**config.mk**
```make
export PLATFORM = sky130hd
export DESIGN_NAME = uart_frame_loader
export DESIGN_NICKNAME = d
export VERILOG_FILES = /design/src/rtl/uart_frame_loader.sv
export SDC_FILE = /design/constraint.sdc
export NUM_CORES = 1
export LEC_CHECK = 0
export ABC_AREA = 0
export BUFFER_PORTS_ARGS = -buffer_cell sky130_fd_sc_hd__buf_2
export CAP_MARGIN = 20
export CORE_AREA = 3 3 89 91
export DETAILED_ROUTE_END_ITERATION = 6
export DIE_AREA = 0 0 92 94
export GPL_TIMING_DRIVEN = 0
export PLACE_DENSITY_LB_ADDON = 0.08
export SKIP_CTS_REPAIR_TIMING = 1
export SLEW_MARGIN = 20
export SYNTH_ARGS = -nofsm -noshare
export SYNTH_HDL_FRONTEND = slang
export SYNTH_SLANG_ARGS = --single-unit
```
**constraint.sdc**
```tcl
create_clock -name clk -period 3.6 [get_ports clk]
set_clock_uncertainty 0.2 [all_clocks]
set_input_delay 0.18 -clock clk [delete_from_list [all_inputs] [get_ports clk]]
set_output_delay 0.18 -clock clk [all_outputs]
set_load 0.1 [all_outputs]
```
**src/rtl/uart_frame_loader.sv**
```systemverilog
// uart_frame_loader
//   Front-end between uart_rx and the CNN input feature buffer. Parses framed
//   pixel packets from the UART byte stream (SYNC byte, NPIX pixel bytes,
//   optional checksum) and writes each pixel as fixed point into ifmap storage.
//
//   Optional feature macro: FRAME_CHECKSUM_EN
//     defined   -> a trailing 8-bit checksum byte (sum of pixels mod 256) is
//                  mandatory; a mismatch aborts the frame with err_code=2.
//     undefined -> frame completes on the last pixel; no checksum logic.
//
// Ports
//   clk           system clock
//   reset         synchronous, active-low reset
//   rx_dv         1-cycle strobe, rx_byte valid
//   rx_byte       received byte
//   pipe_busy     CNN pipeline busy; a new frame is refused while high
//   wr_en         pixel write strobe
//   wr_addr       flat row-major pixel index
//   wr_data       rx_byte zero-extended and shifted left by FRAC_BITS
//   frame_loaded  1-cycle pulse, valid frame fully written
//   frame_error   1-cycle pulse, frame aborted
//   err_code      0 none, 1 timeout, 2 checksum, 3 overrun (held)
//   loading       high while a frame is being received
module uart_frame_loader #(
  parameter int unsigned DATA_WIDTH   = 16,
  parameter int unsigned FRAC_BITS    = 7,
  parameter int unsigned IMG_SIZE     = 28,
  parameter logic [7:0]  SYNC_BYTE    = 8'hA5,
  parameter int unsigned TIMEOUT_CLKS = 1000000,
  localparam int unsigned NPIX        = IMG_SIZE * IMG_SIZE,
  localparam int unsigned ADDR_W      = (NPIX > 1) ? $clog2(NPIX) : 1
) (
  input  logic                  clk,
  input  logic                  reset,
  input  logic                  rx_dv,
  input  logic [7:0]            rx_byte,
  input  logic                  pipe_busy,
  output logic                  wr_en,
  output logic [ADDR_W-1:0]     wr_addr,
  output logic [DATA_WIDTH-1:0] wr_data,
  output logic                  frame_loaded,
  output logic                  frame_error,
  output logic [1:0]            err_code,
  output logic                  loading
);

  // Timer only ever has to reach TIMEOUT_CLKS-1.
  localparam int unsigned TW = (TIMEOUT_CLKS > 2) ? $clog2(TIMEOUT_CLKS) : 1;

`ifdef FRAME_CHECKSUM_EN
  typedef enum logic [1:0] {S_IDLE, S_PIX, S_CSUM} state_t;
`else
  typedef enum logic [1:0] {S_IDLE, S_PIX} state_t;
`endif

  typedef enum logic [1:0] {ERR_NONE, ERR_TIMEOUT, ERR_CSUM, ERR_OVERRUN} err_t;

  state_t                state_q;
  logic [ADDR_W-1:0]     cnt_q;
  logic [TW-1:0]         timer_q;
  logic                  wr_en_q;
  logic [ADDR_W-1:0]     wr_addr_q;
  logic [DATA_WIDTH-1:0] wr_data_q;
  logic                  frame_loaded_q;
  logic                  frame_error_q;
  err_t                  err_code_q;
  logic                  loading_q;
`ifdef FRAME_CHECKSUM_EN
  logic [7:0]            sum_q;
`endif

  logic [DATA_WIDTH-1:0] pix_fx;
  logic                  timeout_hit;

  assign pix_fx      = DATA_WIDTH'(rx_byte) << FRAC_BITS;
  assign timeout_hit = (TIMEOUT_CLKS != 0) && (timer_q == TW'(TIMEOUT_CLKS - 1));

  always_ff @(posedge clk) begin
    if (!reset) begin
      state_q        <= S_IDLE;
      cnt_q          <= '0;
      timer_q        <= '0;
      wr_en_q        <= 1'b0;
      wr_addr_q      <= '0;
      wr_data_q      <= '0;
      frame_loaded_q <= 1'b0;
      frame_error_q  <= 1'b0;
      err_code_q     <= ERR_NONE;
      loading_q      <= 1'b0;
`ifdef FRAME_CHECKSUM_EN
      sum_q          <= '0;
`endif
    end else begin
      wr_en_q        <= 1'b0;
      frame_loaded_q <= 1'b0;
      frame_error_q  <= 1'b0;

      // Idle-gap timer: cleared by every byte, frozen at zero outside a frame,
      // saturating so a disabled timeout can never wrap.
      if (state_q == S_IDLE || rx_dv) begin
        timer_q <= '0;
      end else if (timer_q != '1) begin
        timer_q <= timer_q + TW'(1);
      end

      case (state_q)
        S_IDLE: begin
          if (rx_dv && rx_byte == SYNC_BYTE) begin
            if (pipe_busy) begin
              frame_error_q <= 1'b1;
              err_code_q    <= ERR_OVERRUN;
            end else begin
              state_q   <= S_PIX;
              loading_q <= 1'b1;
              cnt_q     <= '0;
`ifdef FRAME_CHECKSUM_EN
              sum_q     <= '0;
`endif
            end
          end
        end

        S_PIX: begin
          // Any byte value is pixel data here, including SYNC_BYTE.
          if (rx_dv) begin
            wr_en_q   <= 1'b1;
            wr_addr_q <= cnt_q;
            wr_data_q <= pix_fx;
            cnt_q     <= cnt_q + ADDR_W'(1);
`ifdef FRAME_CHECKSUM_EN
            sum_q     <= sum_q + rx_byte;
`endif
            if (cnt_q == ADDR_W'(NPIX - 1)) begin
`ifdef FRAME_CHECKSUM_EN
              state_q        <= S_CSUM;
`else
              state_q        <= S_IDLE;
              loading_q      <= 1'b0;
              frame_loaded_q <= 1'b1;
              err_code_q     <= ERR_NONE;
`endif
            end
          end else if (timeout_hit) begin
            state_q       <= S_IDLE;
            loading_q     <= 1'b0;
            frame_error_q <= 1'b1;
            err_code_q    <= ERR_TIMEOUT;
          end
        end

`ifdef FRAME_CHECKSUM_EN
        S_CSUM: begin
          if (rx_dv) begin
            state_q   <= S_IDLE;
            loading_q <= 1'b0;
            if (rx_byte == sum_q) begin
              frame_loaded_q <= 1'b1;
              err_code_q     <= ERR_NONE;
            end else begin
              frame_error_q <= 1'b1;
              err_code_q    <= ERR_CSUM;
            end
          end else if (timeout_hit) begin
            state_q       <= S_IDLE;
            loading_q     <= 1'b0;
            frame_error_q <= 1'b1;
            err_code_q    <= ERR_TIMEOUT;
          end
        end
`endif

        default: begin
          state_q   <= S_IDLE;
          loading_q <= 1'b0;
        end
      endcase
    end
  end

  assign wr_en        = wr_en_q;
  assign wr_addr      = wr_addr_q;
  assign wr_data      = wr_data_q;
  assign frame_loaded = frame_loaded_q;
  assign frame_error  = frame_error_q;
  assign err_code     = err_code_q;
  assign loading      = loading_q;

endmodule

```
==> results.json, run 1 <==
{
  "run_status": "finished clean",
  "gp_congestion": 0.823,
  "grt_use_total_pct": 15.9,
  "cpPeakStageDelay_ns": 0.54,
  "cell_count_after_placement": 459,
  "worst_ir_drop_vdd_v": 0.000148,
  "antennaDiodeCount": 0,
  "pre_cts_ws_ns": 1.60,
  "antenna_violating_nets_post_route": 0,
  "hold_violations": 0,
  "port_buffers": 35,
  "element_type_at_the_critical_path_end": "register",
  "synthFlopType": "dfxtp_1",
  "design.final.nets": 389,
  "timing.critical_path.from_type": "input port",
  "grt_setup_unrepaired": "false",
  "h-tree-depth": 2,
  "layout.core_utilization_pct": 44.4,
  "compound_cell_area_share_of_the_yosys_netlist_pct": 19.9,
  "ys_seq_area_share_pct": 40.2,
  "clk_pin_slew_ns": 0.10,
  "ys_ff_latch": 54,
  "ctsLongestPathBuffers": 2,
  "arrival_ns": 2.18,
  "setup-violations-final": 0,
  "layout_setup_ws_ns": 1.42,
  "syn_area_per_cell_um2": 8.46,
  "route.vias.total": 2436,
  "chipHeight_um": 94,
  "min-delay-start": "reset",
  "design.core.area_um2": 7210,
  "maxCapViolations": 0,
  "cp_data_required_time_ns": 3.60,
  "synth_top_family_by_area": "simple AND/OR/NAND/NOR gates",
  "min_period_over_period_pct": 60.5,
  "async_reset_ff_share_pct": 0,
  "synth-warning-count": 0,
  "mappedNetlistArea_um2": 2690,
  "count_of_standard_cell_rows": 31,
  "initial_antenna_violation_count": 0,
  "worst-setup-path-type": "input port to register",
  "parity_gate_share_of_the_synthesized_area_counting_xor_and_xnor_cells_pct": 0,
  "grt_first_pass_wirelength_um": 11100,
  "root_buffer_cell": "clkbuf_8",
  "timing_worst_slew_pin_value_ns": 0.501,
  "leak_pwr_nw": 1.18,
  "worstSkewPairLatency_ns": 0.31,
  "n_fill_cell": 774,
  "worst-path-max-fanout": 10,
  "worstPathCellList": "dlygate4sd3_1 -> buf_2 -> nor3b_2 -> nand4_1 -> clkbuf_1 -> nand3b_1 -> mux2i_1",
  "die_x_um": 92,
  "routed_wl_um": 6680,
  "synthSimpleGateAreaFrac_pct": 28.4,
  "cts.sinks": 54,
  "drtPass1Iterations": 4,
  "timing.fmax_mhz": 459,
  "initialDrtViolationCount": 74,
  "numCtsBuffers": 5,
  "tritoncts": "built",
  "synth_cells": 318,
  "number_of_global_route_vias_before_repair": 2271,
  "design_power_total_w": 0.00111,
  "setup.worst_path.start": "rx_byte[4]",
  "dpl.hpwl_um": 4900,
  "min_period_ns": 2.18,
  "p_per_area_nw_per_um2": 347,
  "finalSetupTns_ns": 0,
  "floorplan.die_area_um2": 8650,
  "initial_core_util_pct": 37.3,
  "post_route_cells_drive_above_1_share_pct": 18.9,
  "grt_overflow": 0,
  "post_layout_nonfiller_instances": 475,
  "grt_start_max_net_pins": 17,
  "synth.mux.area_fraction_pct": 3.72,
  "drc": 0,
  "r2r-start": "timer_q[0]$_SDFFE_PP0P_",
  "route.detailed.wl_per_inst_um": 14.1,
  "synth.distinct_cells": 54,
  "slew_headroom_pct": 66.6,
  "slowest_cell_on_crit_path": "dlygate4sd3_1",
  "min-delay-path-class": "input port to register",
  "io_pins": 44,
  "drt-vias-per-instance": 5.13,
  "area_growth_pct": 19.2,
  "slew_viol_final": 0,
  "synthAdderAreaFrac_pct": 0.931,
  "synth-edff-count": 0
}
==> worst paths after layout <==
kind                                    to  slack [ns]  cells past startpoint
hold / removal    wr_data[11]$_SDFFE_PN0P_        0.01                      3
setup / recovery     cnt_q[7]$_SDFFE_PN0P_        1.42                      7
setup reg to reg   timer_q[4]$_SDFFE_PP0P_        1.61                      5
hold reg to reg    wr_addr[9]$_SDFFE_PN0P_        0.26                      2
==> power by group <==
part           internal, W  switching (W)
Combinational    0.0000247      0.0000736
Clock             0.000208       0.000204
Sequential        0.000599     0.00000148
==> cells in the final DEF, fill, tap and decap left out, types with 2 or more instances in the layout <==
cell and count:
and3_2 2, nand2b_1 3, and3_1 4, a21oi_1 37, o21ai_0 8, clkbuf_1 6, or4_1 2, conb_1 8
nand4_1 7, or3_1 2, buf_4 9, a31oi_1 5, mux2i_1 10, nor2_1 5, ha_1 2, nand3b_1 9
o2111ai_1 2, inv_1 6, nand3_1 18, dlygate4sd3_1 8, buf_2 44, clkbuf_8 5, and2_1 3, a211oi_1 4
o31ai_1 3, nor3_1 7, and4_1 6, a21boi_0 2, dfxtp_1 54, buf_1 3, nand2_1 56, nor4_1 4
nor3b_1 2, o21a_1 2, a2111o_1 5
==> routing by layer <==
metal	part of all wire [%]	GRT usage, %	routed length, µm	vias up
li1	-	-	-	1265
met1	46	19.5	3080	1140
met2	50	28.1	3340	25
met3	2.8	3.13	189	6
met4	1.1	4.58	72	0
met5	0	0	0	-
==> synthesized netlist by cell type, types with 2 or more instances <==
library cell,count,area (µm²)
a21oi_1,37,185
a2111o_1,5,56.3
and4_1,6,52.6
buf_1,3,11.3
clkbuf_1,5,18.8
nand3b_1,9,67.6
o21a_1,2,15.0
nor3b_1,2,15.0
a31oi_1,5,31.3
or3_1,2,12.5
inv_1,6,22.5
nor3_1,7,35.0
nand2_1,56,210
buf_4,9,67.6
a211oi_1,4,30.0
nand2b_1,3,18.8
and2_1,3,18.8
o2111ai_1,2,17.5
ha_1,2,25.0
dfxtp_1,54,1080
nand3_1,18,90.1
and3_2,2,15.0
and3_1,4,25.0
o31ai_1,3,22.5
mux2i_1,10,100
a21boi_0,2,15.0
or4_1,2,15.0
buf_2,9,45.0
nor4_1,4,25.0
o21ai_0,8,40.0
nand4_1,7,43.8
nor2_1,5,18.8
==> final cells by class <==
cell class / instances / area, µm² / area share (%)
clock buffers: 6 / 72.6 / 2.26
inverters: 7 / 26.3 / 0.820
repair buffers: 43 / 255 / 7.97
multi-input cells: 237 / 1450 / 45.4
plain buffers: 27 / 154 / 4.80
flip-flops and latches: 54 / 1080 / 33.7
clock inverters: 2 / 37.5 / 1.17
well taps: 99 / 124 / 3.87
==> worst max-delay path, delay by kind of cell <==
family,cells,cell delay (ns)
mux,1,0.09
buf+inv,3,1.03
simple gates,3,0.89
==> stage by stage <==
step	instance area [µm²]	hold slack, ns
finish	3200	0.00976
global route	3200	0.0271
CTS	3120	-0.102
detailed placement	3010	0.240
global placement	3010	0.237
floorplan	2720	0.116
==> registers in the layout (all words and copies together), names as in the netlist <==
signal,flops
loading,1
wr_addr,10
wr_data,8
frame_loaded,1
wr_en,1
err_code,2
cnt_q,10
frame_error,1
timer_q,20
==> logic make-up (layout without fill, tap and decap cells) <==
kind of cell | Yosys count | after routing
buffers and inverters | 34 | 85
AND/OR/NAND/NOR | 139 | 139
flip-flops | 54 | 54
multiplexers | 10 | 10
adder cells (fa/ha/maj) | 2 | 2
other | 1 | 8
AO/OA/AOI/OAI | 78 | 78
Note: power is estimated with default switching activity, not from simulation.
==> inputs of run 2 (changes only) <==
Clock period 3.6 ns to 1.8 ns, I/O delays scaled along.
==> run 2 against run 1 <==
Effect of this change:
- the run now ends with negative setup slack left
- first-iteration DRC count fell by 1.4%
- design area grew 6.7%
- critical endpoint is now timer_q[13]$_SDFFE_PP0P_
- clock power grew 100%
- highest routed layer unchanged
- critical path depth shrank 2
- worst setup slack got worse by 1.4 ns
==> results.json, run 2 (same netlist as run 1, synthesis figures left out) <==
{
  "routed_wl_um": 6960,
  "design.final.nets": 395,
  "floorplan.die_area_um2": 8650,
  "initial_core_util_pct": 37.3,
  "most-common-layout-cells": "nand2_1, buf_2, dfxtp_1, a21oi_1, nand3_1",
  "worstSkewPairLatency_ns": 0.31,
  "antenna_violating_nets_post_route": 0,
  "worst_ir_drop_vdd_v": 0.000277,
  "hold_violations": 0,
  "maxCapViolations": 0,
  "worstRegToRegCells": 5,
  "die_x_um": 92,
  "cp_data_required_time_ns": 1.84,
  "r2r_end": "timer_q[13]$_SDFFE_PP0P_",
  "top_register": "timer_q",
  "element_type_at_the_critical_path_end": "register",
  "grt_setup_unrepaired": "true",
  "initial_antenna_violation_count": 0,
  "layout_setup_ws_ns": -0.00376,
  "r2r-start": "timer_q[0]$_SDFFE_PP0P_",
  "min-delay-start": "reset",
  "drtPass1Iterations": 4,
  "number_of_global_route_vias_before_repair": 2312,
  "final_common_cell": "nand2_1",
  "ctsLongestPathBuffers": 2,
  "worst-setup-path-type": "register to register",
  "drc": 0,
  "route.detailed.wl_per_inst_um": 14.5,
  "setup.worst_path.start": "timer_q[0]$_SDFFE_PP0P_",
  "largest_register_ff_count": 20,
  "tritoncts": "built",
  "cts.sinks": 54,
  "route.vias.total": 2536,
  "min_period_ns": 1.80,
  "min_period_over_period_pct": 100,
  "io_pins": 44,
  "arrival_ns": 1.84,
  "area_growth_pct": 27.2,
  "p_per_area_nw_per_um2": 650,
  "root_buffer_cell": "clkbuf_8",
  "initialDrtViolationCount": 73,
  "setup-violations-final": 1,
  "timing.fmax_mhz": 554,
  "dpl.hpwl_um": 4810,
  "chipHeight_um": 94,
  "design_power_total_w": 0.00222,
  "min-delay-path-class": "input port to register",
  "grt_use_total_pct": 16.3,
  "failed_checks": "negative setup slack",
  "post_route_cells_drive_above_1_share_pct": 28.5,
  "grt_first_pass_wirelength_um": 11400,
  "clk_pin_slew_ns": 0.10,
  "grt_start_max_net_pins": 17,
  "run_status": "complete, but fails checks",
  "slew_viol_final": 0,
  "port_buffers": 35,
  "grt_overflow": 0,
  "count_of_standard_cell_rows": 31,
  "fin_worst_hold_slack_ns": 0.0137,
  "critical_path.endpoint": "timer_q[13]$_SDFFE_PP0P_",
  "design.core.area_um2": 7210,
  "setup.reg_to_reg.worst_slack_ns": -0.004,
  "numCtsBuffers": 5,
  "leak_pwr_nw": 1.24,
  "timing.critical_path.from_type": "register",
  "gp_congestion": 0.848,
  "antennaDiodeCount": 0,
  "drt-vias-per-instance": 5.27,
  "h-tree-depth": 2,
  "worst-path-max-fanout": 5
}
-- run 2: stage by stage --
step           std cells  util [%]  setup WS [ns]  instance area, µm²  TNS (ns)
2_1_floorplan        325         -        -0.0222                2730    -0.182
3_3_place_gp         459      42.0         -0.182                3030     -1.94
3_5_place_dp         459      42.0         -0.185                3030     -1.99
4_1_cts              467      43.5         -0.212                3140     -2.52
5_1_grt              481      47.4        -0.0477                3420   -0.0961
6_report             481      47.4       -0.00376                3420  -0.00376
-- run 2: routing by layer --
metal | GRT usage [%] | wire length, µm | share of wire, % | vias to the layer above
met3 | 2.88 | 208 | 3.0 | 8
met2 | 28.6 | 3530 | 51 | 44
met5 | 0 | 0 | 0 | -
met4 | 4.95 | 80 | 1.1 | 0
li1 | - | - | - | 1279
met1 | 20.2 | 3140 | 45 | 1205
-- run 2: worst min path at each step --
stage	endpoint	slack, ns	depth (start not counted)
floorplan	wr_data[10]$_SDFFE_PN0P_	0.03	2
detailed placement	wr_data[8]$_SDFFE_PN0P_	0.15	3
global placement	wr_data[8]$_SDFFE_PN0P_	0.15	3
finish	err_code[0]$_SDFFE_PN0P_	0.01	4
global route	err_code[0]$_SDFFE_PN0P_	0.04	4
CTS	wr_data[8]$_SDFFE_PN0P_	-0.19	3
-- run 2: critical path: stages, from the launching register on --
cell     delay [ns]
dfxtp_2        0.36
ha_4           0.16
and4_4         0.22
and4_2         0.26
or4_1          0.40
a21oi_1        0.14
-- run 2: cell type report --
class / count / area, µm²
multi-input combinational: 237 / 1550
timing repair buffer: 51 / 333
clock inverter: 2 / 37.5
buffer: 25 / 175
tap: 99 / 124
inverter: 7 / 28.8
clock buffer: 6 / 72.6
fill: 756 / 3790
sequential: 54 / 1100
-- run 2: power breakdown --
part | switching (W) | internal (W) | total, W
combinational | 0.000148 | 0.0000511 | 0.000199
sequential | 0.00000370 | 0.00120 | 0.00120
clock | 0.000407 | 0.000416 | 0.000822
total | 0.000558 | 0.00166 | 0.00222
==> inputs of run 3 (changes only) <==
Settings changed: CORE_AREA 3 3 89 91 to 3 3 102 79, DIE_AREA 0 0 92 94 to 0 0 105 82, SKIP_LAST_GASP set to 1.
==> run 3 against run 2 <==
Effect of this change:
- the flow now finishes without violations
- combinational power is essentially flat
- clock power rose by 3.8%
- utilization grew 0.71 points
- largest cell class unchanged
==> results.json, run 3 (same netlist as run 1, synthesis figures left out) <==
{
  "tritoncts": "built",
  "floorplan.die_area_um2": 8610,
  "post_route_cells_drive_above_1_share_pct": 29.5,
  "cp_data_required_time_ns": 1.85,
  "cts.sinks": 54,
  "antenna_violating_nets_post_route": 0,
  "count_of_buffering_cells_on_the_critical_path_with_inverters_included": 0,
  "layout_setup_ws_ns": 0.0403,
  "ctsLongestPathBuffers": 2,
  "h-tree-depth": 2,
  "gp_congestion": 0.794,
  "routed_wl_um": 7320,
  "maxCapViolations": 0,
  "cpPeakStageDelay_ns": 0.37,
  "most-common-layout-cells": "nand2_1, dfxtp_1, buf_2, a21oi_1, nand3_1",
  "pre_cts_ws_ns": -0.222,
  "hold_violations": 0,
  "antennaDiodeCount": 0,
  "port_buffers": 35,
  "design.core.area_um2": 7230,
  "timing.fmax_mhz": 568,
  "arrival_ns": 1.81,
  "initialDrtViolationCount": 139,
  "grt_setup_unrepaired": "true",
  "min_period_over_period_pct": 97.8,
  "drc": 0,
  "p_per_area_nw_per_um2": 647,
  "worst-setup-path-type": "register to register",
  "numCtsBuffers": 5,
  "number_of_global_route_vias_before_repair": 2209,
  "setup-violations-final": 0,
  "min-delay-path-class": "input port to register",
  "grt_start_max_net_pins": 17,
  "io_pins": 44,
  "worstRegToRegCells": 5,
  "largest_register_ff_count": 20,
  "top_register": "timer_q",
  "grt_first_pass_wirelength_um": 11500,
  "fin_worst_hold_slack_ns": 0.00483,
  "worstSkewPairLatency_ns": 0.31,
  "drtPass1Iterations": 4,
  "timing.critical_path.from_type": "register",
  "worstPathCellList": "ha_4 -> and4_4 -> nand3_2 -> o2111ai_1 -> mux2i_1",
  "slew_viol_final": 0,
  "route.vias.total": 2483,
  "drt-vias-per-instance": 5.13,
  "critical_path_depth": 5,
  "die_x_um": 105,
  "run_status": "finished clean",
  "chipHeight_um": 82,
  "leak_pwr_nw": 1.26,
  "worst_hold_path.num_cells": 4,
  "dpl.hpwl_um": 4930,
  "clk_pin_slew_ns": 0.10,
  "final_common_cell": "nand2_1",
  "timing.critical_path.max_delay_family": "simple AND/OR/NAND/NOR gates",
  "design.final.nets": 396,
  "slowest_cell_on_crit_path": "dfxtp_2",
  "element_type_at_the_critical_path_end": "register",
  "initial_core_util_pct": 37.2,
  "count_of_standard_cell_rows": 27,
  "grt_overflow": 0,
  "layout.core_utilization_pct": 48.1,
  "design_power_total_w": 0.00225,
  "worst-path-max-fanout": 8,
  "root_buffer_cell": "clkbuf_8",
  "route.detailed.wl_per_inst_um": 15.1,
  "grt_use_total_pct": 16.8,
  "initial_antenna_violation_count": 0,
  "worst_ir_drop_vdd_v": 0.000348,
  "area_growth_pct": 29.4,
  "min_period_ns": 1.76
}
==> run 3: metrics by stage <==
step	TNS (ns)	cell area (µm²)	cells
6_report	0	3480	484
5_1_grt	-0.0978	3480	484
4_1_cts	-3.39	3150	469
3_5_place_dp	-2.56	3030	461
3_3_place_gp	-2.29	3030	461
2_1_floorplan	-0.182	2730	325
==> run 3: final cells by class <==
class	instances	area (µm²)
clock inverter	1	30.0
tap	101	126
sequential	54	1100
inverter	7	28.8
clock buffer	7	86.3
fill	737	3750
timing repair buffer	51	357
buffer	26	195
multi-input combinational	237	1550
==> run 3: worst reg2reg max path: stages (launching register included) <==
cell and delay (ns):
dfxtp_2 0.37, ha_4 0.15, and4_4 0.25, nand3_2 0.21, o2111ai_1 0.30, mux2i_1 0.21
==> run 3: where the power goes <==
| part | switching [W] | total, W | leakage (nW) | internal, W |
|---|---|---|---|---|
| combinational | 0.000148 | 0.000199 | 0.759 | 0.0000511 |
| clock | 0.000398 | 0.000853 | 0.0585 | 0.000454 |
| sequential | 0.00000436 | 0.00120 | 0.442 | 0.00119 |
==> run 3: layer usage <==
metal | share of wire [%] | global-route usage (%) | vias up | wire length [µm]
li1 | - | - | 1283 | -
met1 | 57 | 26.6 | 1142 | 4150
met2 | 38 | 22.3 | 53 | 2760
met3 | 5.0 | 3.77 | 5 | 366
met4 | 0.66 | 3.93 | 0 | 48
met5 | 0 | 0 | - | 0
==> run 3: final timing paths <==
path,from,endpoint,slack (ns)
hold / removal,reset,err_code[0]$_SDFFE_PN0P_,0.005
setup / recovery,timer_q[1]$_SDFFE_PP0P_,timer_q[4]$_SDFFE_PP0P_,0.04
setup reg to reg,timer_q[1]$_SDFFE_PP0P_,timer_q[4]$_SDFFE_PP0P_,0.04
hold reg to reg,wr_addr[6]$_SDFFE_PN0P_,wr_addr[6]$_SDFFE_PN0P_,0.25
